**config.mk**
```make
export PLATFORM = sky130hd
export DESIGN_NAME = gaussian_frame_driver_flat
export DESIGN_NICKNAME = d
export VERILOG_FILES = /design/src/rtl/gaussian_frame_driver_pkg.sv /design/src/rtl/gaussian_frame_driver_if.sv /design/src/rtl/gaussian_frame_driver_win_addr_gen.sv /design/src/rtl/gaussian_frame_driver.sv /design/src/flat_wrapper.sv
export SDC_FILE = /design/constraint.sdc
export NUM_CORES = 1
export LEC_CHECK = 0
export CORE_MARGIN = 1.5
export CORE_UTILIZATION = 50
export DETAILED_ROUTE_END_ITERATION = 10
export GPL_TIMING_DRIVEN = 1
export PLACE_DENSITY = 0.74
export SYNTH_ARGS = -nofsm -noshare
export SYNTH_HDL_FRONTEND = slang
export SYNTH_HIERARCHICAL = 1
export SYNTH_SLANG_ARGS = --single-unit
```
**constraint.sdc**
```tcl
create_clock -name clk -period 4.8 [get_ports clk]
set_input_delay 0.96 -clock clk [delete_from_list [all_inputs] [get_ports clk]]
set_output_delay 0.96 -clock clk [all_outputs]
set_load 0.03 [all_outputs]
```
**src/rtl/gaussian_frame_driver_pkg.sv**
```systemverilog
// rtl/gaussian_frame_driver_pkg.sv - shared constants and types for the Gaussian frame driver
package gaussian_pkg;

   // CSR word offsets
   localparam logic [2:0] CSR_CTRL      = 3'd0;
   localparam logic [2:0] CSR_SRC_BASE  = 3'd1;
   localparam logic [2:0] CSR_DST_BASE  = 3'd2;
   localparam logic [2:0] CSR_WIDTH     = 3'd3;
   localparam logic [2:0] CSR_HEIGHT    = 3'd4;
   localparam logic [2:0] CSR_OUT_COUNT = 3'd5;

   // accelerator register map: result at 0, taps row-major at 1..9
   localparam logic [3:0] ACC_RESULT = 4'd0;
   localparam logic [3:0] ACC_TAP0   = 4'd1;
   localparam logic [3:0] ACC_TAP1   = 4'd2;
   localparam logic [3:0] ACC_TAP2   = 4'd3;
   localparam logic [3:0] ACC_TAP3   = 4'd4;
   localparam logic [3:0] ACC_TAP4   = 4'd5;
   localparam logic [3:0] ACC_TAP5   = 4'd6;
   localparam logic [3:0] ACC_TAP6   = 4'd7;
   localparam logic [3:0] ACC_TAP7   = 4'd8;
   localparam logic [3:0] ACC_TAP8   = 4'd9;

   // index of the last tap fetched from pixel memory in a window
   localparam logic [3:0] LAST_TAP = 4'd8;

   // bus cycles spent on each output pixel
   localparam int CYCLES_PER_OUT = 12;

   typedef enum logic [2:0] {
      ST_IDLE,
      ST_FETCH,
      ST_LOAD_LAST,
      ST_RESULT,
      ST_STORE,
      ST_DONE
   } state_t;

endpackage

```
**src/rtl/gaussian_frame_driver_if.sv**
```systemverilog
// rtl/gaussian_frame_driver_if.sv - CSR, pixel/result memory and accelerator bus bundle
interface gaussian_frame_driver_if #(
   parameter int ADDR_W = 16
);
   logic [2:0]        csr_addr;
   logic              csr_rd_en;
   logic              csr_wr_en;
   logic [31:0]       csr_writedata;
   logic [31:0]       csr_readdata;

   logic [ADDR_W-1:0] pix_addr;
   logic              pix_rd_en;
   logic [31:0]       pix_rddata;

   logic [ADDR_W-1:0] res_addr;
   logic              res_wr_en;
   logic [31:0]       res_wrdata;

   logic [3:0]        acc_addr;
   logic              acc_rd_en;
   logic              acc_wr_en;
   logic [31:0]       acc_writedata;
   logic [31:0]       acc_readdata;

   // frame driver side
   modport master (
      input  csr_addr, csr_rd_en, csr_wr_en, csr_writedata, pix_rddata, acc_readdata,
      output csr_readdata, pix_addr, pix_rd_en, res_addr, res_wr_en, res_wrdata,
      output acc_addr, acc_rd_en, acc_wr_en, acc_writedata
   );

   // CPU, memories and accelerator side
   modport slave (
      output csr_addr, csr_rd_en, csr_wr_en, csr_writedata, pix_rddata, acc_readdata,
      input  csr_readdata, pix_addr, pix_rd_en, res_addr, res_wr_en, res_wrdata,
      input  acc_addr, acc_rd_en, acc_wr_en, acc_writedata
   );
endinterface

```
**src/rtl/gaussian_frame_driver_win_addr_gen.sv**
```systemverilog
// rtl/gaussian_frame_driver_win_addr_gen.sv - window walker producing tap and destination addresses
module gaussian_win_addr_gen
   import gaussian_pkg::*;
#(
   parameter int ADDR_W = 16,
   parameter int DIM_W  = 12
) (
   input  logic              clk,
   input  logic              reset_n,
   input  logic              load,
   input  logic              step,
   input  logic [ADDR_W-1:0] src_base,
   input  logic [ADDR_W-1:0] dst_base,
   input  logic [DIM_W-1:0]  width,
   input  logic [DIM_W-1:0]  height,
   input  logic [3:0]        tap_idx,
   output logic [ADDR_W-1:0] tap_addr,
   output logic [ADDR_W-1:0] dst_addr,
   output logic              last_win
);

   logic [ADDR_W-1:0] width_a;
   logic [ADDR_W-1:0] row_addr;
   logic [ADDR_W-1:0] win_addr;
   logic [ADDR_W-1:0] dst_q;
   logic [DIM_W-1:0]  col;
   logic [DIM_W-1:0]  row;
   logic [DIM_W-1:0]  col_last;
   logic [DIM_W-1:0]  row_last;
   logic [ADDR_W-1:0] row_off;
   logic [ADDR_W-1:0] col_off;

   // latch frame geometry on load, then walk windows in raster order one step at a time
   always_ff @(posedge clk) begin
      if (!reset_n) begin
         width_a  <= '0;
         row_addr <= '0;
         win_addr <= '0;
         dst_q    <= '0;
         col      <= '0;
         row      <= '0;
         col_last <= '0;
         row_last <= '0;
      end else if (load) begin
         width_a  <= ADDR_W'(width);
         col_last <= width - DIM_W'(3);
         row_last <= height - DIM_W'(3);
         row_addr <= src_base;
         win_addr <= src_base;
         dst_q    <= dst_base;
         col      <= '0;
         row      <= '0;
      end else if (step) begin
         dst_q <= dst_q + ADDR_W'(1);
         if (col == col_last) begin
            col      <= '0;
            row      <= row + DIM_W'(1);
            row_addr <= row_addr + width_a;
            win_addr <= row_addr + width_a;
         end else begin
            col      <= col + DIM_W'(1);
            win_addr <= win_addr + ADDR_W'(1);
         end
      end
   end

   // tap k sits at row k/3, column k%3 of the window; rows are whole image widths apart
   always_comb begin
      row_off = '0;
      col_off = '0;
      case (tap_idx)
         4'd0, 4'd1, 4'd2: row_off = '0;
         4'd3, 4'd4, 4'd5: row_off = width_a;
         default:          row_off = {width_a[ADDR_W-2:0], 1'b0};
      endcase
      case (tap_idx)
         4'd1, 4'd4, 4'd7: col_off = ADDR_W'(1);
         4'd2, 4'd5, 4'd8: col_off = ADDR_W'(2);
         default:          col_off = '0;
      endcase
   end

   assign tap_addr = win_addr + row_off + col_off;
   assign dst_addr = dst_q;
   assign last_win = (col == col_last) && (row == row_last);

endmodule

```
**src/rtl/gaussian_frame_driver.sv**
```systemverilog
// rtl/gaussian_frame_driver.sv - drives the 3x3 Gaussian accelerator over a whole frame
module gaussian_frame_driver
   import gaussian_pkg::*;
#(
   parameter int ADDR_W = 16,
   parameter int DIM_W  = 12
) (
   input  logic                   clk,
   input  logic                   reset_n,
   gaussian_frame_driver_if.master bus
);

   state_t            state;
   logic [ADDR_W-1:0] src_base;
   logic [ADDR_W-1:0] dst_base;
   logic [DIM_W-1:0]  width_q;
   logic [DIM_W-1:0]  height_q;
   logic [31:0]       out_count;
   logic              busy_q;
   logic              done_q;
   logic [3:0]        tap_k;
   logic              last_q;

   logic [ADDR_W-1:0] pix_addr_q;
   logic              pix_rd_q;
   logic [ADDR_W-1:0] res_addr_q;
   logic              res_wr_q;
   logic [31:0]       res_data_q;
   logic [3:0]        acc_addr_q;
   logic              acc_rd_q;
   logic              acc_wr_q;

   logic              start_ok;
   logic              frame_small;
   logic [3:0]        gen_tap_idx;
   logic [ADDR_W-1:0] gen_tap_addr;
   logic [ADDR_W-1:0] gen_dst_addr;
   logic              gen_last;
   logic [31:0]       rd_mux;

   assign start_ok    = bus.csr_wr_en && (bus.csr_addr == CSR_CTRL) &&
                        bus.csr_writedata[0] && !busy_q;
   assign frame_small = (width_q < DIM_W'(3)) || (height_q < DIM_W'(3));
   // in FETCH look one tap ahead; elsewhere point at tap 0 of the current window
   assign gen_tap_idx = (state == ST_FETCH) ? tap_k + 4'd1 : 4'd0;

   gaussian_win_addr_gen #(
      .ADDR_W (ADDR_W),
      .DIM_W  (DIM_W)
   ) u_addr_gen (
      .clk      (clk),
      .reset_n  (reset_n),
      .load     (start_ok && !frame_small),
      .step     (state == ST_LOAD_LAST),
      .src_base (src_base),
      .dst_base (dst_base),
      .width    (width_q),
      .height   (height_q),
      .tap_idx  (gen_tap_idx),
      .tap_addr (gen_tap_addr),
      .dst_addr (gen_dst_addr),
      .last_win (gen_last)
   );

   // configuration registers, frozen while a frame is in flight
   always_ff @(posedge clk) begin
      if (!reset_n) begin
         src_base <= '0;
         dst_base <= '0;
         width_q  <= '0;
         height_q <= '0;
      end else if (bus.csr_wr_en && !busy_q) begin
         case (bus.csr_addr)
            CSR_SRC_BASE: src_base <= bus.csr_writedata[ADDR_W-1:0];
            CSR_DST_BASE: dst_base <= bus.csr_writedata[ADDR_W-1:0];
            CSR_WIDTH:    width_q  <= bus.csr_writedata[DIM_W-1:0];
            CSR_HEIGHT:   height_q <= bus.csr_writedata[DIM_W-1:0];
            default:      ;
         endcase
      end
   end

   // frame sequencer: nine pixel fetches overlapped with tap loads, then read result and store it
   always_ff @(posedge clk) begin
      if (!reset_n) begin
         state      <= ST_IDLE;
         busy_q     <= 1'b0;
         done_q     <= 1'b0;
         out_count  <= '0;
         tap_k      <= '0;
         last_q     <= 1'b0;
         pix_addr_q <= '0;
         pix_rd_q   <= 1'b0;
         res_addr_q <= '0;
         res_wr_q   <= 1'b0;
         res_data_q <= '0;
         acc_addr_q <= '0;
         acc_rd_q   <= 1'b0;
         acc_wr_q   <= 1'b0;
      end else begin
         case (state)
            ST_IDLE, ST_DONE: begin
               state <= ST_IDLE;
               if (start_ok) begin
                  done_q    <= 1'b0;
                  out_count <= '0;
                  if (frame_small) begin
                     state  <= ST_DONE;
                     done_q <= 1'b1;
                  end else begin
                     state      <= ST_FETCH;
                     busy_q     <= 1'b1;
                     tap_k      <= '0;
                     pix_rd_q   <= 1'b1;
                     pix_addr_q <= src_base;
                  end
               end
            end
            ST_FETCH: begin
               // the pixel read in this cycle is loaded as tap k during the next one
               acc_wr_q <= 1'b1;
               if (tap_k == LAST_TAP) begin
                  state      <= ST_LOAD_LAST;
                  pix_rd_q   <= 1'b0;
                  acc_addr_q <= ACC_TAP8;
               end else begin
                  tap_k      <= tap_k + 4'd1;
                  pix_addr_q <= gen_tap_addr;
                  acc_addr_q <= ACC_TAP0 + tap_k;
               end
            end
            ST_LOAD_LAST: begin
               // the walker steps at this edge, so grab this window's destination and last flag first
               state      <= ST_RESULT;
               acc_wr_q   <= 1'b0;
               acc_rd_q   <= 1'b1;
               acc_addr_q <= ACC_RESULT;
               res_addr_q <= gen_dst_addr;
               last_q     <= gen_last;
            end
            ST_RESULT: begin
               state      <= ST_STORE;
               acc_rd_q   <= 1'b0;
               res_wr_q   <= 1'b1;
               res_data_q <= bus.acc_readdata;
            end
            ST_STORE: begin
               res_wr_q  <= 1'b0;
               out_count <= out_count + 32'd1;
               if (last_q) begin
                  state  <= ST_DONE;
                  busy_q <= 1'b0;
                  done_q <= 1'b1;
               end else begin
                  state      <= ST_FETCH;
                  tap_k      <= '0;
                  pix_rd_q   <= 1'b1;
                  pix_addr_q <= gen_tap_addr;
               end
            end
            default: state <= ST_IDLE;
         endcase
      end
   end

   // CSR read mux, quiet when not being read
   always_comb begin
      rd_mux = '0;
      if (bus.csr_rd_en) begin
         case (bus.csr_addr)
            CSR_CTRL:      rd_mux = {30'd0, done_q, busy_q};
            CSR_SRC_BASE:  rd_mux = 32'(src_base);
            CSR_DST_BASE:  rd_mux = 32'(dst_base);
            CSR_WIDTH:     rd_mux = 32'(width_q);
            CSR_HEIGHT:    rd_mux = 32'(height_q);
            CSR_OUT_COUNT: rd_mux = out_count;
            default:       rd_mux = '0;
         endcase
      end
   end

   assign bus.csr_readdata  = rd_mux;
   assign bus.pix_addr      = pix_addr_q;
   assign bus.pix_rd_en     = pix_rd_q;
   assign bus.res_addr      = res_addr_q;
   assign bus.res_wr_en     = res_wr_q;
   assign bus.res_wrdata    = res_data_q;
   assign bus.acc_addr      = acc_addr_q;
   assign bus.acc_rd_en     = acc_rd_q;
   assign bus.acc_wr_en     = acc_wr_q;
   assign bus.acc_writedata = acc_wr_q ? bus.pix_rddata : 32'd0;

endmodule

```
**src/flat_wrapper.sv**
```systemverilog
// flat-port wrapper written by rule: the top's interface ports become plain ports
module gaussian_frame_driver_flat import gaussian_pkg::*;
#(
   parameter int ADDR_W = 16,
   parameter int DIM_W  = 12
)
  (clk, reset_n, bus_csr_addr, bus_csr_rd_en, bus_csr_wr_en, bus_csr_writedata, bus_pix_rddata, bus_acc_readdata, bus_csr_readdata, bus_pix_addr, bus_pix_rd_en, bus_res_addr, bus_res_wr_en, bus_res_wrdata, bus_acc_addr, bus_acc_rd_en, bus_acc_wr_en, bus_acc_writedata);
  gaussian_frame_driver_if #(.ADDR_W(ADDR_W)) bus_i ();
  input  logic clk;
  input  logic reset_n;
  input wire logic [$bits(bus_i.csr_addr)-1:0] bus_csr_addr;
  input wire logic [$bits(bus_i.csr_rd_en)-1:0] bus_csr_rd_en;
  input wire logic [$bits(bus_i.csr_wr_en)-1:0] bus_csr_wr_en;
  input wire logic [$bits(bus_i.csr_writedata)-1:0] bus_csr_writedata;
  input wire logic [$bits(bus_i.pix_rddata)-1:0] bus_pix_rddata;
  input wire logic [$bits(bus_i.acc_readdata)-1:0] bus_acc_readdata;
  output wire logic [$bits(bus_i.csr_readdata)-1:0] bus_csr_readdata;
  output wire logic [$bits(bus_i.pix_addr)-1:0] bus_pix_addr;
  output wire logic [$bits(bus_i.pix_rd_en)-1:0] bus_pix_rd_en;
  output wire logic [$bits(bus_i.res_addr)-1:0] bus_res_addr;
  output wire logic [$bits(bus_i.res_wr_en)-1:0] bus_res_wr_en;
  output wire logic [$bits(bus_i.res_wrdata)-1:0] bus_res_wrdata;
  output wire logic [$bits(bus_i.acc_addr)-1:0] bus_acc_addr;
  output wire logic [$bits(bus_i.acc_rd_en)-1:0] bus_acc_rd_en;
  output wire logic [$bits(bus_i.acc_wr_en)-1:0] bus_acc_wr_en;
  output wire logic [$bits(bus_i.acc_writedata)-1:0] bus_acc_writedata;
  assign bus_i.csr_addr = bus_csr_addr;
  assign bus_i.csr_rd_en = bus_csr_rd_en;
  assign bus_i.csr_wr_en = bus_csr_wr_en;
  assign bus_i.csr_writedata = bus_csr_writedata;
  assign bus_i.pix_rddata = bus_pix_rddata;
  assign bus_i.acc_readdata = bus_acc_readdata;
  assign bus_csr_readdata = bus_i.csr_readdata;
  assign bus_pix_addr = bus_i.pix_addr;
  assign bus_pix_rd_en = bus_i.pix_rd_en;
  assign bus_res_addr = bus_i.res_addr;
  assign bus_res_wr_en = bus_i.res_wr_en;
  assign bus_res_wrdata = bus_i.res_wrdata;
  assign bus_acc_addr = bus_i.acc_addr;
  assign bus_acc_rd_en = bus_i.acc_rd_en;
  assign bus_acc_wr_en = bus_i.acc_wr_en;
  assign bus_acc_writedata = bus_i.acc_writedata;
  gaussian_frame_driver #(.ADDR_W(ADDR_W), .DIM_W(DIM_W)) u_core (.clk(clk), .reset_n(reset_n), .bus(bus_i));
endmodule
```
* Word level (Yosys, flattened, before mapping) *
Cells that the tools add are included.

word-level totals
  register bits = 278
  output and inout port bits = 136

operators by class
  add/sub/neg operators = 11
  $lt $le $gt $ge = 2
  equality and inequality tests = 26
  muxes and demuxes = 48
  bitwise logic cells = 1
  reduce and logical (&&, ||, !) cells = 36

operator list
  cell                     number
  $mux W16                 12
  $pmux W32 S6             1
  $mux W32                 3
  $pmux W32 S2             1
  $pmux W16 S3             1
  $add A16 B1 Y16 const B  2
  $add A16 B16 Y16         2
  $add A32 B1 Y32 const B  1
  $pmux W13 S2             1
  $add A12 B1 Y12 const B  2
  $eq A12 B12 Y1           2
  $lt A12 B2 Y1 const B    2
  $mux W4                  6
  $sub A12 B2 Y12 const B  2
  $add A16 B12 Y16         1
  $pmux W3 S5              1
  $reduce_and A2 Y1        7
  $eq A3 B2 Y1 const B     4
  $eq A3 B3 Y1 const B     4
  $eq A4 B3 Y1 const B     3
  $mux W12                 1
  $mux W3                  4
  $pmux W4 S3              1
  $reduce_bool A2 Y1       6
  24 further kinds         54

* Depth between registers and ports, before layout *
Gate-level depths: netlist (run 1).

  word-level depth = 9
  mapped depth = 21

* Cells and area by module *
Netlist (run 1), hierarchy kept.

by module, submodules not included
  module                 instances  cells an instance  area an instance (µm²)  sequential area each (µm²)
  gaussian_frame_driver  1          962                7772.5                  3403.3
  gaussian_win_addr_gen  1          856                7041.8                  2162.1

* Worst setup path after synthesis (run 1) *
No wires, ideal clock.

  path type = register -> register
  start = reg u_core.state[1]
  end = reg u_core.pix_addr_q[13], in the netlist u_core/bus.pix_addr[13]
  library setup time = 0.091 ns
  arrival time = 4.297 ns
  required time = 4.709 ns
  slack = 0.412 ns
  stages on the path, launching flop included = 22
  buffers on the path = 2
  period minus slack after synthesis = 4.388 ns
  path through = dfxtp_1 clkbuf_1 inv_1 nand2_1 nor2_1 nand3b_1 a21oi_1 clkbuf_1 a22oi_1 fa_1 inv_1 ha_1 inv_1 fa_1 nor2b_1 o21a_1 o21ai_1 a211oi_1 nand2b_1 o311ai_0 mux2i_1 a311oi_1

on the way
  longest elaborated chain between the ends = 9

RTL lines
  item                                        RTL line                                                                            text
  start, declared                             gaussian_frame_driver.sv:13                                                         state_t state;
  start signal, assigned                      gaussian_frame_driver.sv:86                                                         state <= ST_IDLE;
  start signal, assigned                      gaussian_frame_driver.sv:103                                                        state <= ST_IDLE;
  start signal, assigned                      gaussian_frame_driver.sv:108                                                        state <= ST_DONE;
  $eq A3 B1 Y1 (*)                            gaussian_frame_driver.sv:45                                                         assign gen_tap_idx = (state == ST_FETCH) ? tap_k + 4'd1 : 4'd0;
  $mux W4 (*)                                 gaussian_frame_driver.sv:45
  net u_core.gen_tap_idx[2]                   gaussian_frame_driver.sv:35                                                         logic [3:0] gen_tap_idx;
  $eq A4 B3 Y1, or another cell as far along  gaussian_frame_driver_win_addr_gen.sv:71, gaussian_frame_driver_win_addr_gen.sv:76
  $reduce_or A3 Y1                            gaussian_frame_driver_win_addr_gen.sv:71                                            case (tap_idx)
  $pmux W13 S2                                gaussian_frame_driver_win_addr_gen.sv:71
  $add A16 B16 Y16                            gaussian_frame_driver_win_addr_gen.sv:83                                            assign tap_addr = win_addr + row_off + col_off;
  $add A16 B16 Y16 (*)                        gaussian_frame_driver_win_addr_gen.sv:83
  net u_core.gen_tap_addr[13]                 gaussian_frame_driver.sv:36                                                         logic [ADDR_W-1:0] gen_tap_addr;
  $mux W16 (on tied branches)                 gaussian_frame_driver.sv:150, gaussian_frame_driver.sv:122
  $pmux W16 S3 (*)                            gaussian_frame_driver.sv:101                                                        case (state)
  end signal, assigned                        gaussian_frame_driver.sv:115                                                        pix_addr_q <= src_base;
  end signal, assigned                        gaussian_frame_driver.sv:128                                                        pix_addr_q <= gen_tap_addr;
  end signal, assigned                        gaussian_frame_driver.sv:158                                                        pix_addr_q <= gen_tap_addr;
  end, declared                               gaussian_frame_driver.sv:24                                                         logic [ADDR_W-1:0] pix_addr_q;

Mark *: on every way through the listed nets, which the timed path passes. The rest lies on a longest branch. The select of a mux whose other input is x is not followed.
A chain may end at the register's enable or synchronous reset.

* Worst setup path in the final report (run 1) *
  start = reg u_core.tap_k[0]
  end = reg u_core.pix_addr_q[13], in the netlist u_core/bus.pix_addr[13]

on the way
  longest elaborated chain between the ends = 9

RTL lines
  item                                        RTL line                                                                            text
  start, declared                             gaussian_frame_driver.sv:21                                                         logic [3:0] tap_k;
  start signal, assigned                      gaussian_frame_driver.sv:127                                                        tap_k <= tap_k + 4'd1;
  $add A4 B1 Y4 (*)                           gaussian_frame_driver.sv:45
  $mux W4 (*)                                 gaussian_frame_driver.sv:45
  net u_core.gen_tap_idx[1]                   gaussian_frame_driver.sv:35
  $eq A4 B3 Y1, or another cell as far along  gaussian_frame_driver_win_addr_gen.sv:71, gaussian_frame_driver_win_addr_gen.sv:76
  $reduce_or A3 Y1                            gaussian_frame_driver_win_addr_gen.sv:71
  $pmux W13 S2                                gaussian_frame_driver_win_addr_gen.sv:71
  $add A16 B16 Y16                            gaussian_frame_driver_win_addr_gen.sv:83
  $add A16 B16 Y16 (*)                        gaussian_frame_driver_win_addr_gen.sv:83
  net u_core.gen_tap_addr[13]                 gaussian_frame_driver.sv:36
  $mux W16 (on tied branches)                 gaussian_frame_driver.sv:150, gaussian_frame_driver.sv:122
  $pmux W16 S3 (*)                            gaussian_frame_driver.sv:101

Marked as above.

==> results.toml, run 1 <==
[drt]
viasPerCell = 5.87
drtAntennaViolNets = 0
firstDrtPassIters = 5
post_drt_wl_per_cell_um = 18.9
wl_mm = 45.4
dr_total_vias = 14100
drt_iter0_drc = 1346
drc = 0

[cells_and_area]
nFillCells = 2458
diodes = 0
drive_above_1_share = 0.0806
finalNetCount = 2151
multi_input_comb_area_mm2 = 0.00875
layout.area.seq_mm2 = 0.00557
syn_to_final_growth_pct = 24.5
final_cells = 2407

[yosys]
synth_area_mm2 = 0.0148
synthTopCellsByArea = "dfxtp_1, a21oi_1, nand2_1, mux2i_1, nor2_1"
synthDistinctLibCells = 75
synthMostInstantiatedCell = "dfxtp_1"
synth_edf_count = 0
synth_seq_cells = 278
avgSynthCellArea_um2 = 8.15
yosysWarningCount = 6
synth_top_cell_by_area = "dfxtp_1"
yosys_most_used_dff = "dfxtp_1"
synth-seq-area-share = 0.376
ys_async_sr_fraction = 0
ys_top_cells_by_count = "dfxtp_1, nand2_1, a21oi_1, nor2_1, mux2i_1"
synth_top_area_share = 0.376
syn_inst = 1818
syn_nets = 1970

[timing]
post-route-period-util = 0.942
skew_ns = 0.00910
slew_headroom = 0.310
fin_ws_ns = 0.279
finalCriticalPeriod_ns = 4.52
finalHoldViolCount = 0
fmax_mhz = 221
rsz0062_at_grt = "yes"
maxSlewViolCount = 0
finalSetupViolations = 0
worstMarginPinSlew_ns = 1.03

[clock_network]
postCtsHoldBufs = 0
cts_resized = 0
h-tree-depth = 1
clkSlewWorstSetupHoldPaths_ns = 0.06
root_buffer = "clkbuf_16"
cts_sinks = 278
cts_setup_buffers = 0
cts.path.max_buffers = 3
clock_latency_ns = 0.56
cts_buffers = 30
cts_tree = "done"

[pwr]
leakage_nw = 6.63
ir_worst_vdd_v = 0.000293
p_per_area_mw_per_mm2 = 281
finalPower_w = 0.00518

[grt]
grt_pass1_vias = 13000
antenna_found_initial = 0
grt_overflow = 0
grt_usage = 0.286
grt_first_pass_wirelength_mm = 71.2
grt_max_degree = 90

[placement]
place_ws_ns = 0.231
port_buffers = 222
dpl.hpwl_mm = 33.0
dp.cells = 2351
gp_congestion = 0.910

[floorplan]
pin_count = 239
dieArea_mm2 = 0.0307
rows = 62
floorplan.initialDensity = 0.512
die_h_um = 175
die_x_um = 175
fp.coreArea_mm2 = 0.0289

[setup_path]
cp_slowest_stage_delay_ns = 0.53
crit_fanout = 6
cp_cell_sequence = "inv_1, ha_1, and3_1, nand2b_1, a21oi_1, a22oi_1, fa_1, inv_1, ha_1, inv_1, fa_1, nor2b_1, o21a_1, o21ai_1, a211oi_1, nand2b_1, o311ai_0, mux2i_1, a311oi_1"
worstPathRequired_ns = 5.26
crit_path_end_kind = "flip-flop"
worst_ep_arrival_time_ns = 4.98
ff2ff_setup_slack_ns = 0.28
slowest_stage = "fa_1"
worst-setup-path-type = "reg2reg"
cpMostUsedCell = "inv_1"
startpoint_type = "flip-flop"

[status]
status = "complete, no violations"

[run]
cap_violations = 0

[min_path]
hold_class = "reg2reg"
[through the flow]
stage	hold slack (ns)	TNS (ns)	instance area (µm²)	utilization
2_1_floorplan	0.440	0	14800	-
3_3_place_gp	0.441	0	17300	0.600
3_5_place_dp	0.447	0	17300	0.600
4_1_cts	0.457	0	18400	0.637
5_1_grt	0.474	-0.00918	18400	0.637
6_report	0.456	0	18400	0.637
[state kept, by name, indices dropped and copies added (netlist names), 3 cells and up]
name	count
u_core/state	3
u_core/height_q	12
u_core/bus.pix_addr	16
u_core/u_addr_gen/width_a	12
u_core/u_addr_gen/col	12
u_core/u_addr_gen/col_last	12
u_core/bus.res_addr	16
u_core/u_addr_gen/dst_addr	16
u_core/tap_k	4
u_core/u_addr_gen/row	12
u_core/src_base	16
u_core/dst_base	16
u_core/bus.acc_addr	4
u_core/u_addr_gen/row_addr	16
u_core/bus.res_wrdata	32
u_core/out_count	32
u_core/width_q	12
u_core/u_addr_gen/win_addr	16
u_core/u_addr_gen/row_last	12
[worst max-delay path: cells and delay by family (launching register included)]
| kind | cells | cell delay (ns) |
|---|---|---|
| AOI/OAI and AO/OA | 7 | 1.67 |
| adders and majority gates | 4 | 1.27 |
| buffers and inverters | 3 | 0.22 |
| DFF | 1 | 0.41 |
| muxes | 1 | 0.13 |
| and+or+nand+nor | 4 | 0.72 |
[cell families (layout without fill, tap and decap cells)]
kind of cell | after synthesis | count (layout) | share of synthesized area
flops | 278 | 278 | 0.376
fa+ha+maj | 49 | 49 | 0.0434
buf+inv | 136 | 341 | 0.0364
mux | 98 | 98 | 0.0679
simple gates | 712 | 712 | 0.228
compound gates | 433 | 433 | 0.182
xor+xnor | 112 | 112 | 0.0662
[path summary, 6_finish.rpt]
path / startpoint / endpoint / cells after the start
hold reg to reg: u_core/bus.res_wrdata[17] / u_core/bus.res_wrdata[17] / 2
hold / removal: u_core/bus.res_wrdata[17] / u_core/bus.res_wrdata[17] / 2
setup reg to reg: u_core/tap_k[0] / u_core/bus.pix_addr[13] / 19
setup / recovery: u_core/tap_k[0] / u_core/bus.pix_addr[13] / 19
[area by class of cell]
cell class	instances	share of cell area
Multi-Input combinational cell	1404	0.475
Tap cell	384	0.0261
Timing Repair Buffer	257	0.133
Clock inverter	15	0.00991
Inverter	28	0.00584
Sequential cell	278	0.302
Clock buffer	41	0.0485
[cells in the final DEF (no fill, tap or decap), drive strengths merged, types with 10 or more instances in the layout]
cell type and n:
nand2b 10, nand3 53, xnor2 73, or2 11
a21oi 203, mux2i 87, nand4 33, nor2 198
o21ai 55, xor2 39, and3 21, nand2 242
o211ai 16, buf 62, a211oi 47, a221oi 13
a311oi 21, mux2 10, or3 18, nor3 29
dfxtp 278, a31oi 10, and2 56, nor4 10
inv 27, ha 45, and4 12, clkdlybuf4s50 195
clkbuf 41, a22o 10
[routing by layer]
metal  global-route usage  wire, µm  part of all wire  up-vias
met4               0.0798      1320             0.029        0
met1                0.388     19600              0.43     6725
met5                    0         0                 0        -
met3               0.0463      3160             0.070       91
met2                0.471     21300              0.47      511
li1                     -         -                 -     6811
[where the power goes]
part	total [W]	switching, W	internal (W)
sequential	0.00235	0.0000274	0.00232
combinational	0.000357	0.000203	0.000155
clock	0.00247	0.000959	0.00151
No activity file was read; power rests on OpenSTA's default activity.
==> inputs of run 2 (changes only) <==
- CTS_CLUSTER_DIAMETER: default -> 60
==> results.toml, run 2 (synthesized netlist as in run 1, its figures left out) <==
[drt]
post_drt_wl_per_cell_um = 18.9
drt_iter0_drc = 1187
drc = 0
drtAntennaViolNets = 0
dr_total_vias = 14100
firstDrtPassIters = 6
viasPerCell = 5.87
wl_mm = 45.4

[cells_and_area]
multi_input_comb_area_mm2 = 0.00875
finalNetCount = 2151
final_common_cell = "dfxtp_1"
final_cell_mix = "dfxtp_1, nand2_1, a21oi_1, clkdlybuf4s50_1, nor2_1"
syn_to_final_growth_pct = 24.2
layout.area.seq_mm2 = 0.00557
final_area_mm2 = 0.0184
fin_util = 0.636
diodes = 0
drive_above_1_share = 0.0806
nFillCells = 2463

[pwr]
seqPwrFrac = 0.458
switchingPower_w = 0.00122
p_per_area_mw_per_mm2 = 279
ir_worst_vdd_v = 0.000277
leakage_nw = 6.61
p_sw_frac = 0.237
power.share.clock = 0.473
pwr-share-comb = 0.070
cell_internal_pwr_w = 0.00392

[grt]
grt_first_pass_wirelength_mm = 71.4
grt_overflow = 0
grt_usage = 0.287
antenna_found_initial = 0
grt_pass1_vias = 13000
grt_max_degree = 90

[setup_path]
ff2ff_setup_slack_ns = 0.28
worst-setup-path-type = "reg2reg"
crit_end = "u_core/bus.pix_addr[13]"
startpoint_type = "flip-flop"
r2r_start = "u_core/tap_k[0]"
worstPathRequired_ns = 5.26
crit_fanout = 6
r2r-end = "u_core/bus.pix_addr[13]"
startpoint = "u_core/tap_k[0]"
worst_ep_arrival_time_ns = 4.98
r2r_cells = 19
crit_path_end_kind = "flip-flop"

[clock_network]
clock_latency_ns = 0.56
cts_sinks = 278
cts_buffers = 30
cts.path.max_buffers = 3
root_buffer = "clkbuf_16"
h-tree-depth = 1
cts_setup_buffers = 0
cts_tree = "done"
clkSlewWorstSetupHoldPaths_ns = 0.06

[run]
cap_violations = 0

[timing]
worst_hold_slack_ns = 0.456
finalCriticalPeriod_ns = 4.52
fmax_mhz = 221
maxSlewViolCount = 0
skew_ns = 0.00999
rsz0062_at_grt = "yes"
post-route-period-util = 0.942
worstMarginPinSlew_ns = 1.04
finalHoldViolCount = 0
slew_headroom = 0.307
finalSetupViolations = 0
fin_tns_setup_ns = 0

[floorplan]
die_h_um = 175
fp.coreArea_mm2 = 0.0289
dieArea_mm2 = 0.0307
die_x_um = 175
rows = 62
floorplan.initialDensity = 0.512
pin_count = 239

[placement]
dpl.hpwl_mm = 33.0
placed_cell_area_mm2 = 0.0173
gp_congestion = 0.910
port_buffers = 222

[min_path]
hold_class = "reg2reg"
min_delay_path_depth = 2

[status]
status = "complete, no violations"
==> run 2: cell count changes in the layout (fill, tap and decap cells not counted), sizes merged <==
cell	delta
clkbuf	-5
clkinv	+4
clkinvlp	+1
==> run 2: worst min-delay path by stage <==
stage / slack, ns / startpoint / end
after floorplan: 0.44 / u_core/u_addr_gen/row_addr[3] / u_core/u_addr_gen/row_addr[3]
after global placement: 0.44 / u_core/bus.res_wrdata[17] / u_core/bus.res_wrdata[17]
after detailed placement: 0.45 / u_core/bus.res_wrdata[29] / u_core/bus.res_wrdata[29]
after CTS: 0.46 / u_core/bus.res_wrdata[17] / u_core/bus.res_wrdata[17]
after global routing: 0.47 / u_core/bus.res_wrdata[27] / u_core/bus.res_wrdata[27]
final: 0.46 / u_core/bus.res_wrdata[13] / u_core/bus.res_wrdata[13]
==> run 2: layout make-up <==
| class | count | area share |
|---|---|---|
| Clock buffer | 36 | 0.0448 |
| Clock inverter | 20 | 0.0118 |
| Inverter | 28 | 0.00585 |
| Multi-Input combinational cell | 1404 | 0.476 |
| Sequential cell | 278 | 0.302 |
| Tap cell | 384 | 0.0261 |
| Timing Repair Buffer | 257 | 0.133 |
==> run 2: per-stage QoR <==
| stage | cells | power (W) | setup WS (ns) |
|---|---|---|---|
| final | 2407 | 0.00513 | 0.277 |
| after global routing | 2407 | 0.00528 | -0.00995 |
| after CTS | 2407 | 0.00515 | 0.171 |
| after detailed placement | 2351 | 0.00275 | 0.231 |
| after global placement | 2351 | 0.00275 | 0.369 |
| after floorplan | 1818 | 0.00258 | 0.412 |
==> run 2: power by group through the flow <==
stage          logic [W]  registers, W  clock network (W)
2_1_floorplan   0.000189       0.00239                  0
4_1_cts         0.000354       0.00235            0.00245
5_1_grt         0.000379       0.00235            0.00255
6_report        0.000357       0.00235            0.00243
3_3_place_gp    0.000347       0.00240                  0
3_5_place_dp    0.000351       0.00240                  0
==> run 2: timing repair <==
item / 4_1_cts / 5_1_grt
endpoints found under the setup margin: 0 / 4
hold buffers: 0 / 0
resized for setup: 0 / 4
==> run 2: critical path: stages (launching register included) <==
cell and delay (ns):
dfxtp_1 0.41, inv_1 0.10, ha_1 0.33, and3_1 0.24, nand2b_1 0.20, a21oi_1 0.22
a22oi_1 0.14, fa_1 0.53, inv_1 0.05, ha_1 0.20, inv_1 0.07, fa_1 0.21
nor2b_1 0.07, o21a_1 0.19, o21ai_1 0.27, a211oi_1 0.16, nand2b_1 0.21, o311ai_0 0.38
mux2i_1 0.13, a311oi_1 0.30
==> run 2: layer usage <==
layer / routed length, µm / vias to the layer above / share of wire / track usage
met4: 1360 / 0 / 0.030 / 0.0812
met3: 3480 / 93 / 0.077 / 0.0477
met2: 21300 / 553 / 0.47 / 0.472
met1: 19300 / 6690 / 0.43 / 0.387
met5: 0 / - / 0 / 0
li1: - / 6805 / - / -
